==> src/rtl/shield_sprite_fetch.sv <==
// Shield overlay pixel fetch: hit test against the latched tank position, sprite ROM
// addressing, a 3-cycle pixel pipeline and the shield lifetime/blink timer.
// Define SHIELD_ANIM_EN to add a two-frame animation bit as the rom_addr MSB.
module shield_sprite_fetch #(
    parameter int SPRITE_W     = 32,
    parameter int SPRITE_H     = 32,
    parameter int ADDR_W       = 10,
    parameter int LIFE_FRAMES  = 600,
    parameter int BLINK_FRAMES = 120,
    parameter int BLINK_PERIOD = 8
) (
    input  logic              Clk,
    input  logic              Reset_n,
    input  logic              frame_start,
    input  logic              activate,
    input  logic [9:0]        tank_x,
    input  logic [9:0]        tank_y,
    input  logic [9:0]        DrawX,
    input  logic [9:0]        DrawY,
`ifdef SHIELD_ANIM_EN
    output logic [ADDR_W:0]   rom_addr,
`else
    output logic [ADDR_W-1:0] rom_addr,
`endif
    input  logic [7:0]        rom_data,
    output logic [7:0]        pix_index,
    output logic              pix_valid,
    output logic              shield_on,
    output logic [9:0]        frames_left
);

    localparam int XW = $clog2(SPRITE_W);
    localparam int BW = (BLINK_PERIOD > 1) ? $clog2(BLINK_PERIOD) : 1;

    typedef enum logic [1:0] {
        S_IDLE,
        S_ACTIVE,
        S_BLINK
    } state_t;

    state_t        r_state;
    state_t        w_state_nxt;
    logic [9:0]    r_frames_left;
    logic [9:0]    w_frames_nxt;
    logic [9:0]    w_frames_dec;
    logic [BW-1:0] r_blink_cnt;
    logic [BW-1:0] w_blink_nxt;
    logic          r_hidden;
    logic          w_hidden_nxt;
    logic          r_shield_on;

    logic [9:0]    r_lx;
    logic [9:0]    r_ly;

    logic [10:0]       w_rel_x;
    logic [10:0]       w_rel_y;
    logic              w_hit;
    logic              w_visible;
    logic [ADDR_W-1:0] w_offset;

`ifdef SHIELD_ANIM_EN
    logic [ADDR_W:0]   r_rom_addr;
    logic [3:0]        r_anim_cnt;
    logic              r_anim;
`else
    logic [ADDR_W-1:0] r_rom_addr;
`endif
    logic              r_hit_d1;
    logic              r_vis_d1;
    logic              r_hit_d2;
    logic              r_vis_d2;
    logic [7:0]        r_pix_index;
    logic              r_pix_valid;

    // Position is sampled only at vertical blank so a moving tank never tears the sprite.
    always_ff @(posedge Clk or negedge Reset_n) begin
        if (!Reset_n) begin
            r_lx <= '0;
            r_ly <= '0;
        end else if (frame_start) begin
            r_lx <= tank_x;
            r_ly <= tank_y;
        end
    end

    // The 11-bit difference keeps left/top clipped sprites out of the wrapped range,
    // so a negative offset can never compare as an in-sprite coordinate.
    assign w_rel_x  = {1'b0, DrawX} - {1'b0, r_lx} + 11'(SPRITE_W / 2);
    assign w_rel_y  = {1'b0, DrawY} - {1'b0, r_ly} + 11'(SPRITE_H / 2);
    assign w_hit    = (w_rel_x < 11'(SPRITE_W)) && (w_rel_y < 11'(SPRITE_H));
    assign w_offset = (ADDR_W'(w_rel_y) << XW) | ADDR_W'(w_rel_x[XW-1:0]);

    assign w_visible = (r_state == S_ACTIVE) || ((r_state == S_BLINK) && !r_hidden);

    always_ff @(posedge Clk or negedge Reset_n) begin
        if (!Reset_n) begin
            r_state       <= S_IDLE;
            r_frames_left <= '0;
            r_blink_cnt   <= '0;
            r_hidden      <= 1'b0;
            r_shield_on   <= 1'b0;
        end else begin
            // NOTE: every register here uses <= so all of them update from pre-edge values.
            r_state       <= w_state_nxt;
            r_frames_left <= w_frames_nxt;
            r_blink_cnt   <= w_blink_nxt;
            r_hidden      <= w_hidden_nxt;
            r_shield_on   <= (w_state_nxt != S_IDLE);
        end
    end

    always_comb begin
        // NOTE: defaults first so every path assigns every output and no latch is inferred.
        w_state_nxt  = r_state;
        w_frames_nxt = r_frames_left;
        w_blink_nxt  = r_blink_cnt;
        w_hidden_nxt = r_hidden;
        w_frames_dec = r_frames_left - 10'd1;

        if (activate) begin
            w_state_nxt  = S_ACTIVE;
            w_frames_nxt = 10'(LIFE_FRAMES);
            w_blink_nxt  = '0;
            w_hidden_nxt = 1'b0;
        end else if (frame_start && (r_state != S_IDLE)) begin
            w_frames_nxt = w_frames_dec;
            if (r_state == S_BLINK) begin
                if (r_blink_cnt == BW'(BLINK_PERIOD - 1)) begin
                    w_blink_nxt  = '0;
                    w_hidden_nxt = !r_hidden;
                end else begin
                    w_blink_nxt = r_blink_cnt + BW'(1);
                end
            end
            if (w_frames_dec == 10'd0) begin
                w_state_nxt = S_IDLE;
            end else if ((r_state == S_ACTIVE) && (w_frames_dec <= 10'(BLINK_FRAMES))) begin
                w_state_nxt  = S_BLINK;
                w_blink_nxt  = '0;
                w_hidden_nxt = 1'b0;
            end
        end
    end

`ifdef SHIELD_ANIM_EN
    always_ff @(posedge Clk or negedge Reset_n) begin
        if (!Reset_n) begin
            r_anim_cnt <= '0;
            r_anim     <= 1'b0;
        end else if (activate) begin
            r_anim_cnt <= '0;
            r_anim     <= 1'b0;
        end else if (frame_start && r_shield_on) begin
            r_anim_cnt <= r_anim_cnt + 4'd1;
            if (r_anim_cnt == 4'd15) begin
                r_anim <= !r_anim;
            end
        end
    end
`endif

    // Stage 1: address and qualifiers; the address holds on a miss to avoid needless ROM toggling.
    always_ff @(posedge Clk or negedge Reset_n) begin
        if (!Reset_n) begin
            r_rom_addr <= '0;
            r_hit_d1   <= 1'b0;
            r_vis_d1   <= 1'b0;
        end else begin
            r_hit_d1 <= w_hit;
            r_vis_d1 <= w_visible;
            if (w_hit) begin
`ifdef SHIELD_ANIM_EN
                r_rom_addr <= {r_anim, w_offset};
`else
                r_rom_addr <= w_offset;
`endif
            end
        end
    end

    // Stage 2 waits out the ROM read; stage 3 samples its data, index 0 being transparent.
    always_ff @(posedge Clk or negedge Reset_n) begin
        if (!Reset_n) begin
            r_hit_d2    <= 1'b0;
            r_vis_d2    <= 1'b0;
            r_pix_index <= '0;
            r_pix_valid <= 1'b0;
        end else begin
            r_hit_d2    <= r_hit_d1;
            r_vis_d2    <= r_vis_d1;
            r_pix_index <= rom_data;
            r_pix_valid <= r_hit_d2 && r_vis_d2 && (rom_data != 8'd0);
        end
    end

    assign rom_addr    = r_rom_addr;
    assign pix_index   = r_pix_index;
    assign pix_valid   = r_pix_valid;
    assign shield_on   = r_shield_on;
    assign frames_left = r_frames_left;

endmodule

==> config.mk <==
export PLATFORM = sky130hd
export DESIGN_NAME = shield_sprite_fetch
export DESIGN_NICKNAME = d
export VERILOG_FILES = /design/src/rtl/shield_sprite_fetch.sv
export SDC_FILE = /design/constraint.sdc
export NUM_CORES = 1
export LEC_CHECK = 0
export ABC_AREA = 1
export CAP_MARGIN = 10
export CORE_MARGIN = 3
export CORE_UTILIZATION = 52
export DETAILED_ROUTE_END_ITERATION = 16
export PLACE_DENSITY = 0.81
export SETUP_SLACK_MARGIN = 0.5
export SLEW_MARGIN = 40
export SYNTH_ARGS = -nofsm -noshare
export SYNTH_HDL_FRONTEND = slang
export SYNTH_SLANG_ARGS = --single-unit
==> constraint.sdc <==
create_clock -name Clk -period 2.9 [get_ports Clk]
set_input_delay 0.29 -clock Clk [delete_from_list [all_inputs] [get_ports Clk]]
set_output_delay 0.29 -clock Clk [all_outputs]
set_load 0.05 [all_outputs]
==> impl_results.md <==
- Status: completed
- Initial DRC Count: between 150 and 200
- Xor-xnor portion of the synthesized cell area: 0.0305
- Last weighted congestion value of the routability-driven placer: 0.870
- CTS tree: yes
- Net total in the final layout: 720
- Worst setup slack after placement: 0.00710 ns
- CP top delay family: simple AND/OR/NAND/NOR gates
- Critical path peak fanout: 5
- Net switching power: between 0.9 and 1 mW
- Number of synthesis warnings: 0
- Antenna fix cells: 0
- Die height: ~93 um
- Main synth FF type: dfrtp_1
- R2r startpoint: r_ly[8]$_DFFE_PN0P_
- Horiz. Die Dim: 93.4 um
- Classification of the worst setup path: reg -> reg
- End-of-flow core utilization: 0.751
- Most frequent cell on the critical path: nand2_1
- Vias per inst: 5.16
- Setup ws final: 0.443 ns
- Via count of the first global-routing pass: 3628
- Crit path capture: rom_addr[7]$_DFFE_PN0P_
- Compound-gate portion of the synthesized area: 0.0567
- Max-Slew Margin vs Limit: 0.561
- Per-cell routed wire length: approximately 14 um
- Number of antenna violations at the first check in global routing: 0
- Share of final-layout standard cells stronger than drive strength 1: 0.173
- Sort of element at the start of the critical path: flop
- Cell Rows: 31
- Logic gate share of total power: 0.387
- Post-CTS clock slew at the launch and capture registers of the worst setup and hold paths: roughly 0.07 ns
- P&R area growth vs syn: 38.6%
- Switching part of the total: 0.381
- TritonCTS buffer count: 9
- Total congestion overflow after global routing: 0
- Total die area: just under 0.009 mm^2
- CP Data Required Time: 3.18 ns
- Worst vdd rail ir drop: ~0.00038 V
- Post-synthesis area per instance: roughly 7.6 um^2
- Share of the yosys chip area belonging to registers: 0.378
- Slew of the pin with the lowest slew margin: 0.656 ns
- Power density relative to cell area: 474 mW/mm^2
- Synth cell types: 31
- Hold Violations, Final: 0
- Beginning of the critical path: r_ly[8]$_DFFE_PN0P_
- Detailed-route via count: 3754
- Final wirelength: around 10 mm
- Most frequent cells in the layout: 142 x nand2_1, 94 x inv_1, 76 x clkdlybuf4s50_1, 60 x dfrtp_1, 31 x nor2_1
- Part of the cycle the worst path needs: 0.847
- H-Tree Depth: 3
- Adder-cell share of the synthesized area: 0.142
- Most common cell after layout, fill and taps aside: nand2_1
- Clock insertion delay at the later pin of the skew report: 0.35 ns
- Pins Over Slew Limit: 0
- Unrepaired setup endpoints after global routing: true
- Drt pass-1 iters: 7
- Initial Util: 0.542
- Depth of the worst register-to-register path: 15
- Multiplexer share of the synthesized area: 0.0113
- Synthesized net count: 620
- Largest family of logic cells by synthesized area: simple AND/OR/NAND/NOR gates
- Async set or reset register ratio after synthesis: 1.00
- GR Util All Layers: 0.224
- Largest net degree at the start of global routing: 40
- First-pass GRT wire length: 15.7 mm
- Nature of the critical path endpoint: flop
- Class of the tightest hold or removal check: reg -> reg
- Cells along the critical path: inv_1 > ha_1 > ha_4 > nand2_1 > nor2_2 > nand3_2 > nand3_1 > nand2_1 > nand2_2 > nand2_2 > nor3_4 > buf_6 > buf_6 > nand3_2 > nand2_1
- Clock net sink count: 60
- DRC viols: 0
- CTS Root Cell: clkbuf_8
- Tmin final: 2.46 ns
- Maximum clock skew at final layout: 0.00956 ns
- Delay of the slowest cell on the worst path: 0.37 ns
- Number of logic stages on the critical path including buffering: 15
- Top Ports: between 80 and 90
- Share of total power in sequential cells: 0.348
- Flip-flop and latch count after synthesis: 60
- Combined area of all synthesized cells: 0.00397 mm^2
- Core area: 0.00733 mm^2
- Post-route setup TNS: 0 ns
- Buffer depth of the longest clock path: 2
- Total setup violations reported at the end of the flow: 0
- Leak: 2.77 nW
- R2R Path End: rom_addr[7]$_DFFE_PN0P_
- Beginning of the worst hold path: r_vis_d1$_DFF_PN0_
- Critical Path Slowest Stage Cell: dfrtp_1
- Post-synth EDFFs: 0
- Data arrival at the endpoint of the critical path: 2.74 ns
- Hold Slack: 0.347 ns
- Synthesized-area fraction occupied by and/or/nand/nor cells: 0.277
- Cell internal pwr: 1.62 mW
- Clock share of power: 0.265
- PortBufs: about 80
- Synthesized netlist cell count: 524
- Detail Placement HPWL: between 6 and 7 mm
- Final antenna-violating net count: 0
- Number of buffer and inverter instances along the worst setup path: 3
- Minimum setup slack among reg-to-reg paths: 0.44 ns
- Highest Clock Rate: 407 MHz
- Number of max-capacitance violations reported: 0
per-layer routing:
metal	up-vias	global-route usage	part of all wire	wire, um
met3	26	0.0483	0.059	583
li1	1834	-	-	-
met2	142	0.378	0.49	4880
met1	1752	0.286	0.43	4240
met5	-	0	0	0
met4	0	0.0745	0.025	249
worst reg2reg max path: cells and delay by family (launching register included):
kind	cells	cell delay, ns
buf+inv	3	0.38
fa+ha+maj	2	0.55
simple gates	10	1.11
flops	1	0.37
Yosys cell counts, types with 2 or more instances:
library cell | n | area (um^2)
xor2_1 | 7 | 61.3
nor2_1 | 34 | 128
inv_1 | 100 | 375
dfrtp_1 | 60 | 1500
nand3_1 | 40 | 200
o21ai_0 | 24 | 120
nand2_1 | 156 | 586
nand3_2 | 3 | 30.0
nor4_1 | 2 | 12.5
nand3b_1 | 4 | 30.0
xnor2_1 | 5 | 43.8
buf_6 | 2 | 22.5
fa_1 | 2 | 40.0
nand2_2 | 6 | 37.5
mux2_2 | 4 | 45.0
ha_1 | 42 | 526
a21oi_1 | 9 | 45.0
nor2_2 | 4 | 25.0
o21ai_1 | 2 | 10.0
nand4_1 | 3 | 18.8
o22ai_1 | 4 | 25.0
clkbuf_1 | 2 | 7.51
logic make-up after synthesis:
logic type | after synthesis
and+or+nand+nor | 255
buffers and inverters | 106
DFF | 60
adders and majority gates | 44
AOI/OAI and AO/OA | 42
xor gates and xnor gates | 13
muxes | 4
worst min-delay path by stage:
| stage | end | slack (ns) | depth (start not counted) |
|---|---|---|---|
| 2_1_floorplan | frames_left[0]$_DFFE_PN0P_ | -0.006 | 0 |
| 3_3_place_gp | pix_index[3]$_DFF_PN0_ | 0.28 | 1 |
| 3_5_place_dp | pix_index[3]$_DFF_PN0_ | 0.29 | 1 |
| 4_1_cts | r_vis_d2$_DFF_PN0_ | 0.35 | 0 |
| 5_1_grt | r_hit_d2$_DFF_PN0_ | 0.36 | 0 |
| 6_report | r_vis_d2$_DFF_PN0_ | 0.35 | 0 |
power groups by stage:
stage / clock network (mW) / registers (mW) / logic [mW]
after global placement: 0 / 0.920 / 0.799
after global routing: 0.733 / 0.912 / 1.12
after floorplan: 0 / 0.983 / 0.510
after CTS: 0.693 / 0.907 / 0.902
after detailed placement: 0 / 0.922 / 0.821
final: 0.691 / 0.908 / 1.01
sequential cells by signal (all words and copies together), names as in the netlist:
name	flops
r_lx	10
shield_on	1
r_state	2
r_vis_d1	1
rom_addr	10
r_hit_d1	1
pix_index	8
r_hit_d2	1
r_vis_d2	1
r_blink_cnt	3
pix_valid	1
r_hidden	1
r_ly	10
frames_left	10
stage by stage:
stage          instance area [um^2]  power (mW)  cells
6_report                       5510        2.61    728
5_1_grt                        5510        2.76    728
4_1_cts                        5290        2.50    725
3_5_place_dp                   4900        1.74    703
3_3_place_gp                   4900        1.72    703
2_1_floorplan                  3970        1.49    524
timing repair:
item                                   4_1_cts  5_1_grt
cloned                                       3        0
resized for setup                           40       33
hold buffers                                 1        0
setup endpoints to repair                   10       10
setup buffers                                2        3
endpoints found under the hold margin       21        0
pin swaps                                   24       15
layout make-up:
type	count	area, um^2
Multi-Input combinational cell	359	2410
Timing Repair Buffer	94	923
Inverter	100	375
Tap cell	99	124
Fill cell	507	1820
Clock buffer	9	124
Sequential cell	60	1500
Clock inverter	7	51.3
Power figures use the tool's default switching activity.
